**src/rtl/pkt_depacketizer_axis.sv**
```systemverilog
// rtl/pkt_depacketizer_axis.sv - PSK symbol depacketizer: header check, MSB-first bit packer, FWFT output FIFO
module pkt_depacketizer_axis #(
  parameter int          BYTES     = 1,
  parameter int          FIFO_AW   = 4,
  parameter logic [7:0]  SIGNATURE = 8'hA5
) (
  input  logic               clk,
  input  logic               rst_n,
  input  logic               sym_valid,
  input  logic               in_BPSK,
  input  logic [1:0]         in_QPSK,
  input  logic               BD_flag,
  input  logic               BD_sgn,
  output logic [8*BYTES-1:0] m_axis_tdata,
  output logic               m_axis_tvalid,
  input  logic               m_axis_tready,
  output logic               m_axis_tlast,
  output logic               m_axis_tuser,
  output logic               is_bpsk,
  output logic               hdr_err,
  output logic               ovf,
  output logic               pkt_done
);
  localparam int BITS  = 8 * BYTES;
  localparam int FW    = $clog2(BITS + 1);
  localparam int DEPTH = 2 ** FIFO_AW;

  typedef enum logic [1:0] {S_IDLE, S_HDR, S_PLD, S_DROP} state_t;

  state_t            state_q, state_d;
  logic              sgn_q, sgn_d;
  logic [30:0]       hdr_sr_q, hdr_sr_d;
  logic [4:0]        hdr_cnt_q, hdr_cnt_d;
  logic [15:0]       sym_rem_q, sym_rem_d;
  logic [15:0]       bits_rem_q, bits_rem_d;
  logic              bpsk_q, bpsk_d;
  logic              is_bpsk_q, is_bpsk_d;
  logic [BITS-1:0]   word_q, word_d;
  logic [FW-1:0]     fill_q, fill_d;
  logic              pend_q, pend_d;
  logic [BITS-1:0]   pend_data_q, pend_data_d;
  logic              pend_last_q, pend_last_d;
  logic              hdr_err_q, hdr_err_d;
  logic              pkt_done_q, pkt_done_d;
  logic              ovf_q, ovf_d;
  logic [FIFO_AW:0]  wr_ptr_q, wr_ptr_d;
  logic [FIFO_AW:0]  rd_ptr_q, rd_ptr_d;
  logic [BITS+1:0]   mem_q [DEPTH];

  logic [31:0]       hdr_full;
  logic [7:0]        hdr_mcs, hdr_sig;
  logic [15:0]       hdr_len, hdr_nsym;
  logic [16:0]       len_p1;
  logic              mcs_ok, mcs_bpsk;
  logic              bit_a, bit_b, two_bits;
  logic [BITS-1:0]   pk_w, data_a, data_b;
  logic [FW-1:0]     pk_f;
  logic              push_a, push_b, last_a, last_b;
  logic              fifo_empty, fifo_full, pop, wr_en, push_ok;
  logic [BITS+1:0]   wr_word, rd_word;

  assign hdr_full = {hdr_sr_q, in_BPSK ^ sgn_q};
  assign hdr_mcs  = hdr_full[31:24];
  assign hdr_len  = hdr_full[23:8];
  assign hdr_sig  = hdr_full[7:0];
  assign mcs_bpsk = (hdr_mcs == 8'h01);
  assign mcs_ok   = mcs_bpsk || (hdr_mcs == 8'h02);
  assign len_p1   = {1'b0, hdr_len} + 17'd1;
  assign hdr_nsym = mcs_bpsk ? hdr_len : len_p1[16:1];

  assign bit_a    = (bpsk_q ? in_BPSK : in_QPSK[1]) ^ sgn_q;
  assign bit_b    = in_QPSK[0] ^ sgn_q;
  assign two_bits = !bpsk_q && (bits_rem_q != 16'd1);

  // Up to two bits per symbol; a word closes when full or on the packet's last bit.
  always_comb begin
    pk_w   = word_q;
    pk_f   = fill_q;
    push_a = 1'b0;
    push_b = 1'b0;
    last_a = 1'b0;
    last_b = 1'b0;
    data_a = '0;
    data_b = '0;
    if (state_q == S_PLD && sym_valid) begin
      pk_w   = {pk_w[BITS-2:0], bit_a};
      pk_f   = pk_f + 1'b1;
      last_a = (bits_rem_q == 16'd1);
      if (pk_f == FW'(BITS) || last_a) begin
        push_a = 1'b1;
        data_a = pk_w << (FW'(BITS) - pk_f);
        pk_w   = '0;
        pk_f   = '0;
      end
      if (two_bits) begin
        pk_w   = {pk_w[BITS-2:0], bit_b};
        pk_f   = pk_f + 1'b1;
        last_b = (bits_rem_q == 16'd2);
        if (pk_f == FW'(BITS) || last_b) begin
          push_b = 1'b1;
          data_b = pk_w << (FW'(BITS) - pk_f);
          pk_w   = '0;
          pk_f   = '0;
        end
      end
    end
  end

  always_comb begin
    state_d    = state_q;
    sgn_d      = sgn_q;
    hdr_sr_d   = hdr_sr_q;
    hdr_cnt_d  = hdr_cnt_q;
    sym_rem_d  = sym_rem_q;
    bits_rem_d = bits_rem_q;
    bpsk_d     = bpsk_q;
    word_d     = word_q;
    fill_d     = fill_q;
    hdr_err_d  = 1'b0;
    pkt_done_d = 1'b0;
    case (state_q)
      S_IDLE: begin
        if (BD_flag) begin
          sgn_d     = BD_sgn;
          hdr_cnt_d = '0;
          state_d   = S_HDR;
        end
      end
      S_HDR: begin
        if (sym_valid) begin
          hdr_sr_d  = hdr_full[30:0];
          hdr_cnt_d = hdr_cnt_q + 5'd1;
          if (hdr_cnt_q == 5'd31) begin
            sym_rem_d  = hdr_nsym;
            bits_rem_d = hdr_len;
            if (!mcs_ok) begin
              hdr_err_d = 1'b1;
              state_d   = S_IDLE;
            end else if (hdr_sig != SIGNATURE) begin
              hdr_err_d = 1'b1;
              state_d   = (hdr_nsym == 16'd0) ? S_IDLE : S_DROP;
            end else if (hdr_len == 16'd0) begin
              pkt_done_d = 1'b1;
              state_d    = S_IDLE;
            end else begin
              bpsk_d  = mcs_bpsk;
              state_d = S_PLD;
            end
          end
        end
      end
      S_PLD: begin
        if (sym_valid) begin
          word_d     = pk_w;
          fill_d     = pk_f;
          bits_rem_d = bits_rem_q - (two_bits ? 16'd2 : 16'd1);
          if (last_a || last_b) begin
            pkt_done_d = 1'b1;
            state_d    = S_IDLE;
          end
        end
      end
      S_DROP: begin
        if (sym_valid) begin
          sym_rem_d = sym_rem_q - 16'd1;
          if (sym_rem_q == 16'd1) state_d = S_IDLE;
        end
      end
      default: state_d = S_IDLE;
    endcase
    is_bpsk_d = !(state_d == S_PLD && !bpsk_d);
  end

  // Two words can close on one final QPSK symbol (odd BITS); the second waits one cycle.
  assign fifo_empty = (wr_ptr_q == rd_ptr_q);
  assign fifo_full  = (wr_ptr_q[FIFO_AW] != rd_ptr_q[FIFO_AW]) &&
                      (wr_ptr_q[FIFO_AW-1:0] == rd_ptr_q[FIFO_AW-1:0]);
  assign pop        = !fifo_empty && m_axis_tready;

  always_comb begin
    pend_d      = push_a && push_b;
    pend_data_d = data_b;
    pend_last_d = last_b;
    wr_en       = pend_q || push_a || push_b;
    if (pend_q)      wr_word = {pend_last_q, bpsk_q, pend_data_q};
    else if (push_a) wr_word = {last_a, bpsk_q, data_a};
    else             wr_word = {last_b, bpsk_q, data_b};
    push_ok  = wr_en && (!fifo_full || pop);
    ovf_d    = wr_en && fifo_full && !pop;
    wr_ptr_d = wr_ptr_q + {{FIFO_AW{1'b0}}, push_ok};
    rd_ptr_d = rd_ptr_q + {{FIFO_AW{1'b0}}, pop};
  end

  always_ff @(posedge clk or negedge rst_n) begin
    if (!rst_n) begin
      state_q     <= S_IDLE;
      sgn_q       <= 1'b0;
      hdr_sr_q    <= '0;
      hdr_cnt_q   <= '0;
      sym_rem_q   <= '0;
      bits_rem_q  <= '0;
      bpsk_q      <= 1'b0;
      is_bpsk_q   <= 1'b1;
      word_q      <= '0;
      fill_q      <= '0;
      pend_q      <= 1'b0;
      pend_data_q <= '0;
      pend_last_q <= 1'b0;
      hdr_err_q   <= 1'b0;
      pkt_done_q  <= 1'b0;
      ovf_q       <= 1'b0;
      wr_ptr_q    <= '0;
      rd_ptr_q    <= '0;
    end else begin
      state_q     <= state_d;
      sgn_q       <= sgn_d;
      hdr_sr_q    <= hdr_sr_d;
      hdr_cnt_q   <= hdr_cnt_d;
      sym_rem_q   <= sym_rem_d;
      bits_rem_q  <= bits_rem_d;
      bpsk_q      <= bpsk_d;
      is_bpsk_q   <= is_bpsk_d;
      word_q      <= word_d;
      fill_q      <= fill_d;
      pend_q      <= pend_d;
      pend_data_q <= pend_data_d;
      pend_last_q <= pend_last_d;
      hdr_err_q   <= hdr_err_d;
      pkt_done_q  <= pkt_done_d;
      ovf_q       <= ovf_d;
      wr_ptr_q    <= wr_ptr_d;
      rd_ptr_q    <= rd_ptr_d;
    end
  end

  always_ff @(posedge clk) begin
    if (push_ok) mem_q[wr_ptr_q[FIFO_AW-1:0]] <= wr_word;
  end

  assign rd_word       = mem_q[rd_ptr_q[FIFO_AW-1:0]];
  assign m_axis_tvalid = !fifo_empty;
  assign m_axis_tdata  = m_axis_tvalid ? rd_word[BITS-1:0] : '0;
  assign m_axis_tuser  = m_axis_tvalid && rd_word[BITS];
  assign m_axis_tlast  = m_axis_tvalid && rd_word[BITS+1];
  assign is_bpsk       = is_bpsk_q;
  assign hdr_err       = hdr_err_q;
  assign pkt_done      = pkt_done_q;
  assign ovf           = ovf_q;
endmodule

```
**config.mk**
```make
export PLATFORM = sky130hd
export DESIGN_NAME = pkt_depacketizer_axis
export DESIGN_NICKNAME = d
export VERILOG_FILES = /design/src/rtl/pkt_depacketizer_axis.sv
export SDC_FILE = /design/constraint.sdc
export NUM_CORES = 1
export LEC_CHECK = 0
export ABC_AREA = 1
export CELL_PAD_IN_SITES_DETAIL_PLACEMENT = 1
export CELL_PAD_IN_SITES_GLOBAL_PLACEMENT = 2
export CORE_MARGIN = 4
export CORE_UTILIZATION = 25
export DETAILED_ROUTE_END_ITERATION = 8
export PLACE_DENSITY = 0.53
export REMOVE_ABC_BUFFERS = 1
export SYNTH_ARGS = -nofsm -noshare
export SYNTH_HDL_FRONTEND = slang
export SYNTH_SLANG_ARGS = --single-unit
export TNS_END_PERCENT = 1
```
**constraint.sdc**
```tcl
create_clock -name clk -period 9.2 [get_ports clk]
set_input_delay 1.84 -clock clk [delete_from_list [all_inputs] [get_ports clk]]
set_output_delay 1.84 -clock clk [all_outputs]
set_load 0.005 [all_outputs]
```
# Word level (Yosys, flattened, before mapping)
# Memory sizes are Yosys's and may differ from the RTL's.
# Cells that the tools add are included.
[totals] ff_bits=107 ram_bits=160 in_bits=9 output_inout_bits=15 word_cells=163 mem_count=1
[mem_list] name="mem_q" words=16 word_bits=10 rd=1 rd_clocked_by_memory_dff=0 wr=1 line_no="48" rtl="logic [BITS+1:0] mem_q [DEPTH];"
[classes] addsub=10 n_eq_ne=22 n_shift=2 mux=71 bitwise=3 n_reduce_logical=36
[op_table] cell="16-bit 2-to-1 mux" n=7
[op_table] cell="16-bit one-hot mux with 2 select lines" n=2
[op_table] cell="8-bit 2-to-1 mux" n=6
[op_table] cell="16-bit by 1-bit == test with 1-bit output, second input constant" n=2
[op_table] cell="16-bit logical NOT" n=2
[op_table] cell="1-bit 2-to-1 mux" n=29
[op_table] cell="7-bit 2-to-1 mux" n=4
[op_table] cell="2-bit 2-to-1 mux" n=12
[op_table] cell="10-bit 2-to-1 mux" n=2
[op_table] cell="16-bit by 1-bit adder with 17-bit output, second input constant" n=1
[op_table] cell="16-bit by 2-bit == test with 1-bit output, second input constant" n=1
[op_table] cell="4-bit 2-to-1 mux" n=4
[op_table] cell="16-bit by 1-bit != test with 1-bit output, second input constant" n=1
[op_table] cell="8-bit by 4-bit << shifter with 8-bit output" n=2
[op_table] cell="16-bit by 1-bit subtractor with 16-bit output, second input constant" n=1
[op_table] cell="16-bit by 2-bit subtractor with 16-bit output" n=1
[op_table] cell="1-bit logical AND" n=11
[op_table] cell="5-bit by 1-bit adder with 5-bit output" n=2
[op_table] cell="5-bit 2-to-1 mux" n=2
[op_table] cell="2-bit != test, second input constant" n=5
[op_table] cell="5-bit one-hot mux with 2 select lines" n=1
[op_table] cell="4-bit by 1-bit adder with 4-bit output, second input constant" n=2
[op_table] cell="4-bit == test, second input constant" n=2
[op_table] cell="8-bit by 1-bit == test with 1-bit output, second input constant" n=1
[op_table] cell="other kinds (20)" n=41

# Depth between registers and ports, before layout
[logic_depth] depth_word=15 depth_mapped=25 depth_no_buf=23

# Worst setup path after synthesis
# OpenSTA, ideal clock, no wires.
[synth_timing] path_type="input to register" from="input port sym_valid" to="memory mem_q[0][0] (netlist bit), data pin" setup_ns=0.291 t_arrival_ns=3.436 required_ns=8.909 path_slack_ns=5.472 cell_stages=10 path_buffers=2 cell_sequence="clkbuf_1 > nand2_1 > clkbuf_1 > nor2_1 > inv_1 > nor2_2 > nand2_1 > o21ai_0 > inv_1 > a21oi_1"
[synth_via] elab_chain_cells=4 elab_cells_between_ends=6 classes_between="5 x mux; 1 x reduce/logical"
[synth_rtl] element="start, declared" line_no="9" rtl="input logic sym_valid,"
[synth_rtl] element="1-bit logical AND (*)" line_no="85" rtl="if (state_q == S_PLD && sym_valid) begin"
[synth_rtl] element="8-bit 2-to-1 mux or 1-bit 2-to-1 mux (tied branches)" line_no="85"
[synth_rtl] element="10-bit 2-to-1 mux (*)" line_no="186" rtl="else if (push_a) wr_word = {last_a, bpsk_q, data_a};"
[synth_rtl] element="10-bit 2-to-1 mux (*)" line_no="185" rtl="if (pend_q) wr_word = {pend_last_q, bpsk_q, pend_data_q};"
[synth_rtl] element="named net wr_word[0]" line_no="60" rtl="logic [BITS+1:0] wr_word, rd_word;"
[synth_rtl] element="end, declared" line_no="48"
# The timed path passes the listed nets; every way through them passes the cells marked *.

# Worst setup path after layout
[layout_timing] from="register rd_ptr_q[0]" to="output port m_axis_tlast"
[layout_via] elab_chain_cells=3 elab_cells_between_ends=4 classes_between="1 x eq/ne; 2 x reduce/logical; 1 x memory"
[layout_rtl] element="start, declared" line_no="47" rtl="logic [FIFO_AW:0] rd_ptr_q, rd_ptr_d;"
[layout_rtl] element="start signal, assigned" line_no="232" rtl="rd_ptr_q <= rd_ptr_d;"
[layout_rtl] element="parallel branches: the longest is 2 deep, another holds memory 16 x 10 bit"
[layout_rtl] element="1-bit logical AND (*)" line_no="244" rtl="assign m_axis_tlast = m_axis_tvalid && rd_word[BITS+1];"
[layout_rtl] element="end, declared" line_no="17" rtl="output logic m_axis_tlast,"
# Every way passes the cells marked *.

==> flow_metrics.tcl <==
set metrics [dict create \
    status "completed" \
    hp-class "flop to flop" \
    pre_cts_slack_ps 4060 \
    cp.required_ps 7360 \
    ys_ff_latch 267 \
    cts.reportedPaths.clkPinSlew_ps 60 \
    critPathCaptureType "output port" \
    synth_edf_count 160 \
    core_area_um2 53800 \
    powerDensity_nw_per_um2 285 \
    slew_headroom_pct 13.8 \
    h-tree-depth 2 \
    clock_skew_ps 29.6 \
    wire_per_inst_um 18.8 \
    synth_top_area_share_pct 35.4 \
    fmax_mhz 183 \
    clk_latency_ps 550 \
    cts_buffers 35 \
    synth_top_area_cell "edfxtp_1" \
    tightest_slew_ps 1290 \
    cts_hold_buf 0 \
    design_area_um2 15600 \
    p_leak_nw 6.43 \
    io-pin-count 24 \
    globalRoute.totalOverflow 0 \
    drt-total-wl_um 41500 \
    power_mw 4.45 \
    die_w_um 241 \
    final_layout_size_suffix_gt1_share_pct 6.88 \
    slowest_stage "buf_4" \
    grt_max_degree 86 \
    io_buffers 23 \
    clockBufferDepth 3 \
    setup_slack_ps 3740 \
    grt_first_pass_wirelength_um 65500 \
    via_per_inst 4.65 \
    synth_cell_types 50 \
    antenna_found_initial 0 \
    cp-start-kind "flop" \
    first_pass_iters 4 \
    critPathMaxFanout 85 \
    avgSynthCellArea_um2 9.20 \
    synth_area_um2 13600 \
    yosys_warnings 0 \
    dp_cells 2143 \
    initial_core_util_pct 25.2 \
    place.gp.congestion 0.728 \
    finalHoldViolations 0 \
    reg2reg_depth 18 \
    cts_root_buf "clkbuf_16" \
    async_flop_share_pct 40.1 \
    nNetsFinal 1514 \
    slowest_delay_ps 850 \
    fp.dieH_um 241 \
    num_antenna_cells 0 \
    num_vias 10273 \
    placed_area_um2 14500 \
    synthFlopType "edfxtp_1" \
    arrival_ps 3620 \
    ys_top_cells_by_area "edfxtp_1, dfrtp_1, nand2_1" \
    min_period_over_period_pct 59.4 \
    whs_path_depth 1 \
    layout.cells.non_filler 2207 \
    post_cts_resized 0 \
    drtIter0Drc 539 \
    dp_hpwl_um 28100 \
    rsz0062_at_grt "no" \
    drc 0 \
    tns_ps 0 \
    ys_seq_area_share_pct 55.1 \
    area_growth_pct 15.0 \
    ant_nets 0 \
    grt_pass1_vias 11000 \
    cts_tree "yes" \
    cp_cell_sequence "buf_4 > mux2i_1 > o211ai_1 > nand3_1 > a21oi_1 > clkdlybuf4s50_1" \
    cts_setup_buffers 0 \
    ir_drop_mv 0.132 \
    num_rows 85 \
    maxCapViolCount 0 \
    fin_crit_ps 5460 \
    path_class "flop to output port" \
    slew_violations 0 \
    dieArea_um2 58100 \
    synth_cells 1475 \
    clock_sinks 267 \
    setup_viol_count_final 0 \
    track_usage_pct 14.5 \
]
## cell families (layout without fill, tap and decap cells)
logic type	after synthesis	in the layout	share of synthesized area [%]
compound gates	330	330	13.7
flops	267	267	55.1
xor+xnor	23	23	1.54
fa+ha+maj	21	21	1.99
mux	41	41	3.02
buf+inv	248	284	7.11
simple gates	545	545	17.5
## cells in the mapped netlist, drive strengths merged, types with 2 or more instances
cell and instances:
inv 180, xnor2 5, a22oi 9, nor4 6, buf 20, ha 20
o21bai 2, o221ai 3, clkinv 3, o21ai 140, o22ai 6, a31oi 4
a32o 3, a21oi 112, nor2 147, mux2i 41, nand2 262, nand3 96
clkbuf 45, o211ai 47, dfrtp 106, xor2 18, nand4 12, edfxtp 160
nor3 19
## area by class of cell
class / instances / area [µm²]
Clock inverter: 14 / 141
Fill cell: 6183 / 38200
Tap cell: 696 / 871
Timing Repair Buffer: 37 / 333
Sequential cell: 267 / 7490
Multi-Input combinational cell: 960 / 5130
Inverter: 183 / 689
Clock buffer: 50 / 952
## report_power, final
group | internal (mW) | leakage [nW] | total, mW | switching (mW)
Sequential | 1.38 | 2.88 | 1.60 | 0.220
Clock | 0.759 | 0.527 | 1.32 | 0.558
Combinational | 0.549 | 3.02 | 1.53 | 0.983
## critical path, delay by kind of cell, from the launching register on
family                 cells  cell delay (ps)
buffers and inverters      2             1420
DFF                        1              730
AOI/OAI and AO/OA          2              520
muxes                      1              170
and+or+nand+nor            1              120
## metal layers
layer	vias up	track usage (%)	wire (µm)
met1	5084	20.2	20400
li1	5042	-	-
met4	0	4.26	981
met2	90	23.9	19200
met3	57	1.93	933
met5	-	0	0
## cell usage in the layout (no fill, tap or decap), types with 3 or more instances in the layout
master	netlist	layout
nor3_1	18	17
nand3_2	3	3
ha_1	20	20
nand4_1	12	12
edfxtp_1	160	160
o221ai_1	3	3
clkdlybuf4s50_1	0	22
clkinv_1	3	6
inv_1	177	177
nor4_1	6	6
o22ai_1	6	6
dfrtp_1	106	104
clkinv_2	0	4
clkbuf_1	45	13
clkbuf_16	0	35
xor2_1	17	17
nor2_1	131	131
a22oi_1	9	9
buf_4	0	15
a21oi_1	111	111
o21ai_0	138	137
nor2_2	14	14
nand3_1	93	93
mux2i_1	41	41
nand2_4	4	4
xnor2_1	5	5
a32o_1	3	3
nand2_2	5	5
a31oi_1	4	4
o211ai_1	46	46
nand2_1	253	253
## sequential cells by signal, indices dropped and copies added (netlist names), 2 cells and up
signal       cells
bits_rem_q      16
fill_q           4
hdr_cnt_q        5
hdr_sr_q        31
mem_q          160
pend_data_q      8
rd_ptr_q         5
state_q          2
sym_rem_q       16
word_q           7
wr_ptr_q         5
## stage by stage
step / utilization (%) / hold WS (ps)
after floorplan: - / 448
after global routing: 29.0 / 505
after CTS: 29.0 / 486
after detailed placement: 27.0 / 475
after global placement: 27.0 / 468
final: 29.0 / 481
## worst paths after layout
check	from	endpoint	slack [ps]
min in group asynchronous	rst_n	hdr_sr_q[4]$_DFFE_PN0P_	1460
worst max-delay path	rd_ptr_q[0]$_DFF_PN0_	m_axis_tlast	3740
max in group asynchronous	rst_n	rd_ptr_q[0]$_DFF_PN0_	6510
worst min-delay path	hdr_cnt_q[2]$_DFFE_PN0P_	hdr_cnt_q[2]$_DFFE_PN0P_	480
worst min register to register	hdr_cnt_q[2]$_DFFE_PN0P_	hdr_cnt_q[2]$_DFFE_PN0P_	480
worst max register to register	fill_q[0]$_DFFE_PN0P_	mem_q[3][2]$_DFFE_PP_	4910
Power figures use the tool's default switching activity.
==> variant 1, RTL diff (config.mk and constraints unchanged) <==
Set the parameter `FIFO_AW` to 6 (it was 4).
--- a/src/rtl/pkt_depacketizer_axis.sv
+++ b/src/rtl/pkt_depacketizer_axis.sv
@@ -1,7 +1,7 @@
 // rtl/pkt_depacketizer_axis.sv - PSK symbol depacketizer: header check, MSB-first bit packer, FWFT output FIFO
 module pkt_depacketizer_axis #(
   parameter int          BYTES     = 1,
-  parameter int          FIFO_AW   = 4,
+  parameter int          FIFO_AW   = 6,
   parameter logic [7:0]  SIGNATURE = 8'hA5
 ) (
   input  logic               clk,
Behaviour: no difference found for any inputs over 4 cycles, from zero or initial values and one cycle with rst_n low; that may be too few to reach the edited logic, so the function may still have changed.
==> variant 1 against the unedited design <==
- sequential cell count is 484 higher
- die area is 140% higher
- wire length grew to 2.6 times the old value
- final area is 140% higher
- fmax is 20% lower
- via count is 120% higher
- total power is 140% higher
- critical endpoint is now m_axis_tdata[4]
- clock skew is 0.0013 ns lower
- worst setup slack worse by 1.4 ns
- sequential share of layout area is 10 points higher
- synthesized area is 140% higher
- critical path type unchanged
==> variant 1: results (changes against the unedited design) <==
stage,metric,value,unit,change
clock_tree,H-tree depth,3,,+1
worst_setup_path,CP max-delay cell,dfrtp_4,,
logic_synthesis,mean post-synth cell area,11.1,um^2,+20%
finish,final net count,2965,,+96%
global_route,first-pass GRT wire length,160,mm,+140%
sta,Max transition margin,0.202,,+0.0646
detailed_routing,via count,22700,,+120%
global_route,met2 usage,0.258,,+0.0187
finish,Post-Layout Cell Count,4748,,+120%
global_route,met1 GRT Util,0.207,,+0.00538
detailed_routing,DRT met1 WL,48.9,mm,+140%
global_route,Total Routing Usage GR,0.154,,+0.00893
placement,RD Place Congestion,0.766,,+5.3%
logic_synthesis,Post-synth EDFFs,640,,+300%
sta,Clock Skew,0.0283,ns,-0.00127 ns
finish,Layout fillers,14400,,+130%
logic_synthesis,post-synthesis cell type count,54,,+8.0%
worst_setup_path,worst r2r src,rd_ptr_q[0]$_DFF_PN0_,,
worst_setup_path,crit path DAT,4.97,ns,+1.35 ns
detailed_routing,met2 wire length,50.4,mm,+160%
placement,detailed placement HPWL,64.4,mm,+130%
finish,max reg flops,640,,+300%
finish,Multi-input gate area,9510,um^2,+85%
worst_setup_path,CP peak stage delay,1.01,ns,+0.16 ns
logic_synthesis,register area share after synthesis,0.672,,+0.121
power,leakage dissipation,12.6,nW,+96%
placement,Area after DPL,34800,um^2,+140%
global_route,met3 Resource Use GR,0.0225,,+0.00322
detailed_routing,Initial DRT Pass Iterations,5,,+1
detailed_routing,DRC violation total after the first TritonRoute iteration,1311,,+140%
logic_synthesis,top post-synthesis cells by count,"640 x edfxtp_1, 573 x nor2_1, 458 x o21ai_0",,
logic_synthesis,top post-synthesis cells by area,"edfxtp_1 59%, dfrtp_1 8.4%, o21ai_0 7.0%, nor2_1 6.6%, o22ai_1 3.4%",,
clock_tree,CTS Buf Count,89,,+150%
worst_hold_path,hold depth,2,,+1
global_route,largest net degree at the start of global routing,160,,+86%
detailed_routing,Routed WL,106,mm,+160%
logic_synthesis,async set or reset register ratio after synthesis,0.148,,-0.253
outcome,outcome,"complete, no violations",,
global_route,number of global-route vias before repair,24500,,+120%
clock_tree,Clock Latency Late Sink,0.65,ns,+0.10 ns
worst_setup_path,worst reg2reg path depth,11,,-7
finish,ratio of cells with drive above 1 in the final layout,0.0802,,+0.0113
placement,Place WS,3.03,ns,-1.03 ns
worst_setup_path,CP max FO,91,,+7.1%
detailed_routing,WL met3,3.43,mm,+270%
==> variant 1: changes by cell type in the layout (fill, tap and decap cells not counted), moves of 36 or more <==
cell,change
edfxtp_1,+480
nor2_1,+440
o21ai_0,+320
o22ai_1,+173
clkbuf_16,+59
a21oi_1,-41
o211ai_1,-36
==> variant 1: worst paths after layout <==
| kind | to | slack, ns |
|---|---|---|
| max | m_axis_tdata[4] | 2.39 |
| min | hdr_sr_q[25]$_DFFE_PN0P_ | 0.48 |
| max reg2reg | wr_ptr_q[6]$_DFF_PN0_ | 4.42 |
| min reg2reg | hdr_sr_q[25]$_DFFE_PN0P_ | 0.48 |
| max in group asynchronous | bpsk_q$_DFF_PN0_ | 6.45 |
| min in group asynchronous | sym_rem_q[7]$_DFFE_PN0P_ | 1.26 |
==> variant 1: layout make-up <==
cell class | count | area share
clock inverter | 40 | 0.00969
multi-input combinational | 1875 | 0.252
tap | 1742 | 0.0578
clock buffer | 122 | 0.0667
sequential | 751 | 0.584
inverter | 162 | 0.0165
timing repair buffer | 56 | 0.0136
==> variant 1: worst max-delay path, delay by kind of cell (launching register included) <==
kind                   cells  cell delay (ns)
DFF                        1             1.01
buffers and inverters      3             1.45
and+or+nand+nor            3             0.44
AOI/OAI and AO/OA          4             1.29
==> variant 1: cell families (layout without fill, tap and decap cells) <==
group                      after synthesis  in the layout  share of synthesized area
AOI/OAI and AO/OA                      785            785                      0.133
muxes                                   28             28                    0.00883
and+or+nand+nor                       1015           1015                      0.132
adders and majority gates               21             21                    0.00826
DFF                                    751            751                      0.672
xor gates and xnor gates                26             26                    0.00719
buffers and inverters                  326            380                     0.0394
==> variant 1: power by group <==
part | switching (mW) | internal [mW] | leakage (nW)
sequential | 0.200 | 3.72 | 6.80
combinational | 2.31 | 0.898 | 4.38
clock | 1.43 | 2.08 | 1.41
==> variant 2, RTL diff (config.mk and constraints unchanged) <==
Without the edit above. Encoding of `state_t`: now one-hot (4 bits for 4 states).
--- a/src/rtl/pkt_depacketizer_axis.sv
+++ b/src/rtl/pkt_depacketizer_axis.sv
@@ -25,7 +25,7 @@
   localparam int FW    = $clog2(BITS + 1);
   localparam int DEPTH = 2 ** FIFO_AW;
 
-  typedef enum logic [1:0] {S_IDLE, S_HDR, S_PLD, S_DROP} state_t;
+  typedef enum logic [3:0] {S_IDLE = 4'b0001, S_HDR = 4'b0010, S_PLD = 4'b0100, S_DROP = 4'b1000} state_t;
 
   state_t            state_q, state_d;
   logic              sgn_q, sgn_d;
Check against the original RTL: no difference found for any inputs over 10 cycles, from zero or initial values and one cycle with rst_n low; not proved beyond that.
==> variant 2 against the unedited design <==
- register-to-register slack worse by 0.30 ns
- non-clock buffer count down 1
- worst setup slack better by 0.099 ns
- wire length up 4.5%
- worst hold slack worse by 0.0020 ns
- synthesized area down 0.69%
- final area about the same
- sequential cell count up 2
- die area down 0.67%
- count of clock-buffer cells in the layout down 5
- highest routed layer unchanged
Power is not compared: it rests on default switching activity, and its combinational part moved more than twofold at a synthesized area within 25%.
==> variant 2: results (changes against the unedited design) <==
stage,metric,value,unit,change
finish,ANT cells,0,,unchanged
placement,PortBufs,23,,unchanged
sta,Least-Margin Pin Slew,1.11,ns,-0.186 ns
placement,Place WS,4.22,ns,+0.159 ns
power,leakage dissipation,5.69,nW,
logic_synthesis,YS warnings,0,,unchanged
sta,Clock Skew,0.0223,ns,-0.00725 ns
global_route,Total Routing Usage GR,0.151,,+0.00599
global_route,first-pass GRT wire length,67.4,mm,+2.9%
detailed_routing,Vias per Instance,4.73,,+1.6%
logic_synthesis,post-synthesis cell type count,53,,+6.0%
placement,placed cells,2115,,-1.3%
logic_synthesis,Most used DFF post-synth,edfxtp_1,,
clock_tree,"Reg clk slew, reported paths",0.06,ns,about the same
worst_setup_path,crit path DAT,3.52,ns,-0.10 ns
clock_tree,post-cts sizing count,0,,unchanged
finish,ratio of cells with drive above 1 in the final layout,0.0878,,+0.0190
logic_synthesis,adder-cell share of the synthesized area,0.0163,,-0.00358
placement,RD Place Congestion,0.743,,+2.1%
global_route,antenna violations before repair,0,,unchanged
clock_tree,root buf cell,clkbuf_16,,
outcome,outcome,"complete, no violations",,
logic_synthesis,compound-gate portion of the synthesized area,0.127,,-0.00981
finish,Layout fillers,6083,,-1.6%
logic_synthesis,mean post-synth cell area,9.27,um^2,+0.74%
clock_tree,H-tree depth,2,,unchanged
global_route,largest net degree at the start of global routing,84,,-2.3%
finish,max reg flops,160,,unchanged
logic_synthesis,top post-synthesis cells by count,"261 x nand2_1, 202 x nor2_1, 160 x edfxtp_1",,
detailed_routing,Routed WL,43.3,mm,+4.5%
logic_synthesis,async set or reset register ratio after synthesis,0.405,,+0.00446
clock_tree,CTS Buffer Depth,3,,unchanged
placement,detailed placement HPWL,29.7,mm,+5.4%
logic_synthesis,top post-synthesis cells by area,"edfxtp_1 36%, dfrtp_1 20%, nand2_1 7.3%, nor2_1 5.6%, o21ai_0 5.0%",,
clock_tree,Setup Buffers After CTS,0,,unchanged
clock_tree,Clock Latency Late Sink,0.54,ns,
power,worst IR drop on VDD,110,uV,
worst_setup_path,CP max FO,54,,-36%
logic_synthesis,Post-synth EDFFs,160,,unchanged
logic_synthesis,register area share after synthesis,0.559,,+0.00765
logic_synthesis,post-synthesis xor/xnor area fraction,0.0188,,+0.00345
logic_synthesis,multiplexer share of the synthesized area,0.0135,,-0.0168
finish,final net count,1491,,-1.5%
clock_tree,CTS Buf Count,36,,+2.9%
detailed_routing,DRC violation total after the first TritonRoute iteration,613,,+14%
worst_hold_path,Hold Crit Class,reg2reg,,
detailed_routing,via count,10300,,+0.31%
global_route,number of global-route vias before repair,10800,,-1.8%
detailed_routing,Initial DRT Pass Iterations,4,,unchanged
placement,Area after DPL,14400,um^2,-0.86%
## variant 2: routing by layer
layer  vias up  wire length (um)  global-route usage  part of all wire
met4         0               841              0.0346             0.019
met3        48              1350              0.0237             0.031
met2       132             19600               0.239              0.45
li1       5020                 -                   -                 -
met1      5105             21600               0.220              0.50
met5         -                 0                   0                 0
## variant 2: layout make-up
class,instances,area [um^2],area share
sequential,269,7540,0.483
tap,688,861,0.0551
inverter,134,505,0.0324
clock inverter,20,246,0.0158
multi-input combinational,988,5160,0.331
timing repair buffer,36,325,0.0208
clock buffer,45,975,0.0624
## variant 2: worst max-delay path: stages, from the launching register on
cell	delay, ns
dfrtp_2	0.81
buf_4	0.66
xnor2_1	0.17
nand4_1	0.14
nor2_1	0.07
buf_4	0.20
a31oi_1	0.33
clkdlybuf4s50_1	0.58
## variant 2: path summary, 6_finish.rpt
| kind | slack, ns | cells past startpoint | to | startpoint |
|---|---|---|---|---|
| setup / recovery | 3.84 | 7 | m_axis_tdata[5] | rd_ptr_q[0]$_DFF_PN0_ |
| max in group asynchronous | 6.33 | 3 | rd_ptr_q[0]$_DFF_PN0_ | rst_n |
| hold / removal | 0.48 | 2 | hdr_sr_q[29]$_DFFE_PN0P_ | hdr_sr_q[28]$_DFFE_PN0P_ |
| setup reg to reg | 4.61 | 19 | mem_q[10][0]$_DFFE_PP_ | fill_q[0]$_DFFE_PN0P_ |
| min in group asynchronous | 1.28 | 1 | sym_rem_q[12]$_DFFE_PN0P_ | rst_n |
| hold reg to reg | 0.48 | 2 | hdr_sr_q[29]$_DFFE_PN0P_ | hdr_sr_q[28]$_DFFE_PN0P_ |
## variant 2: where the power goes
group | switching [mW] | internal [mW]
Combinational | 0.395 | 0.180
Sequential | 0.135 | 1.38
Clock | 0.559 | 0.895
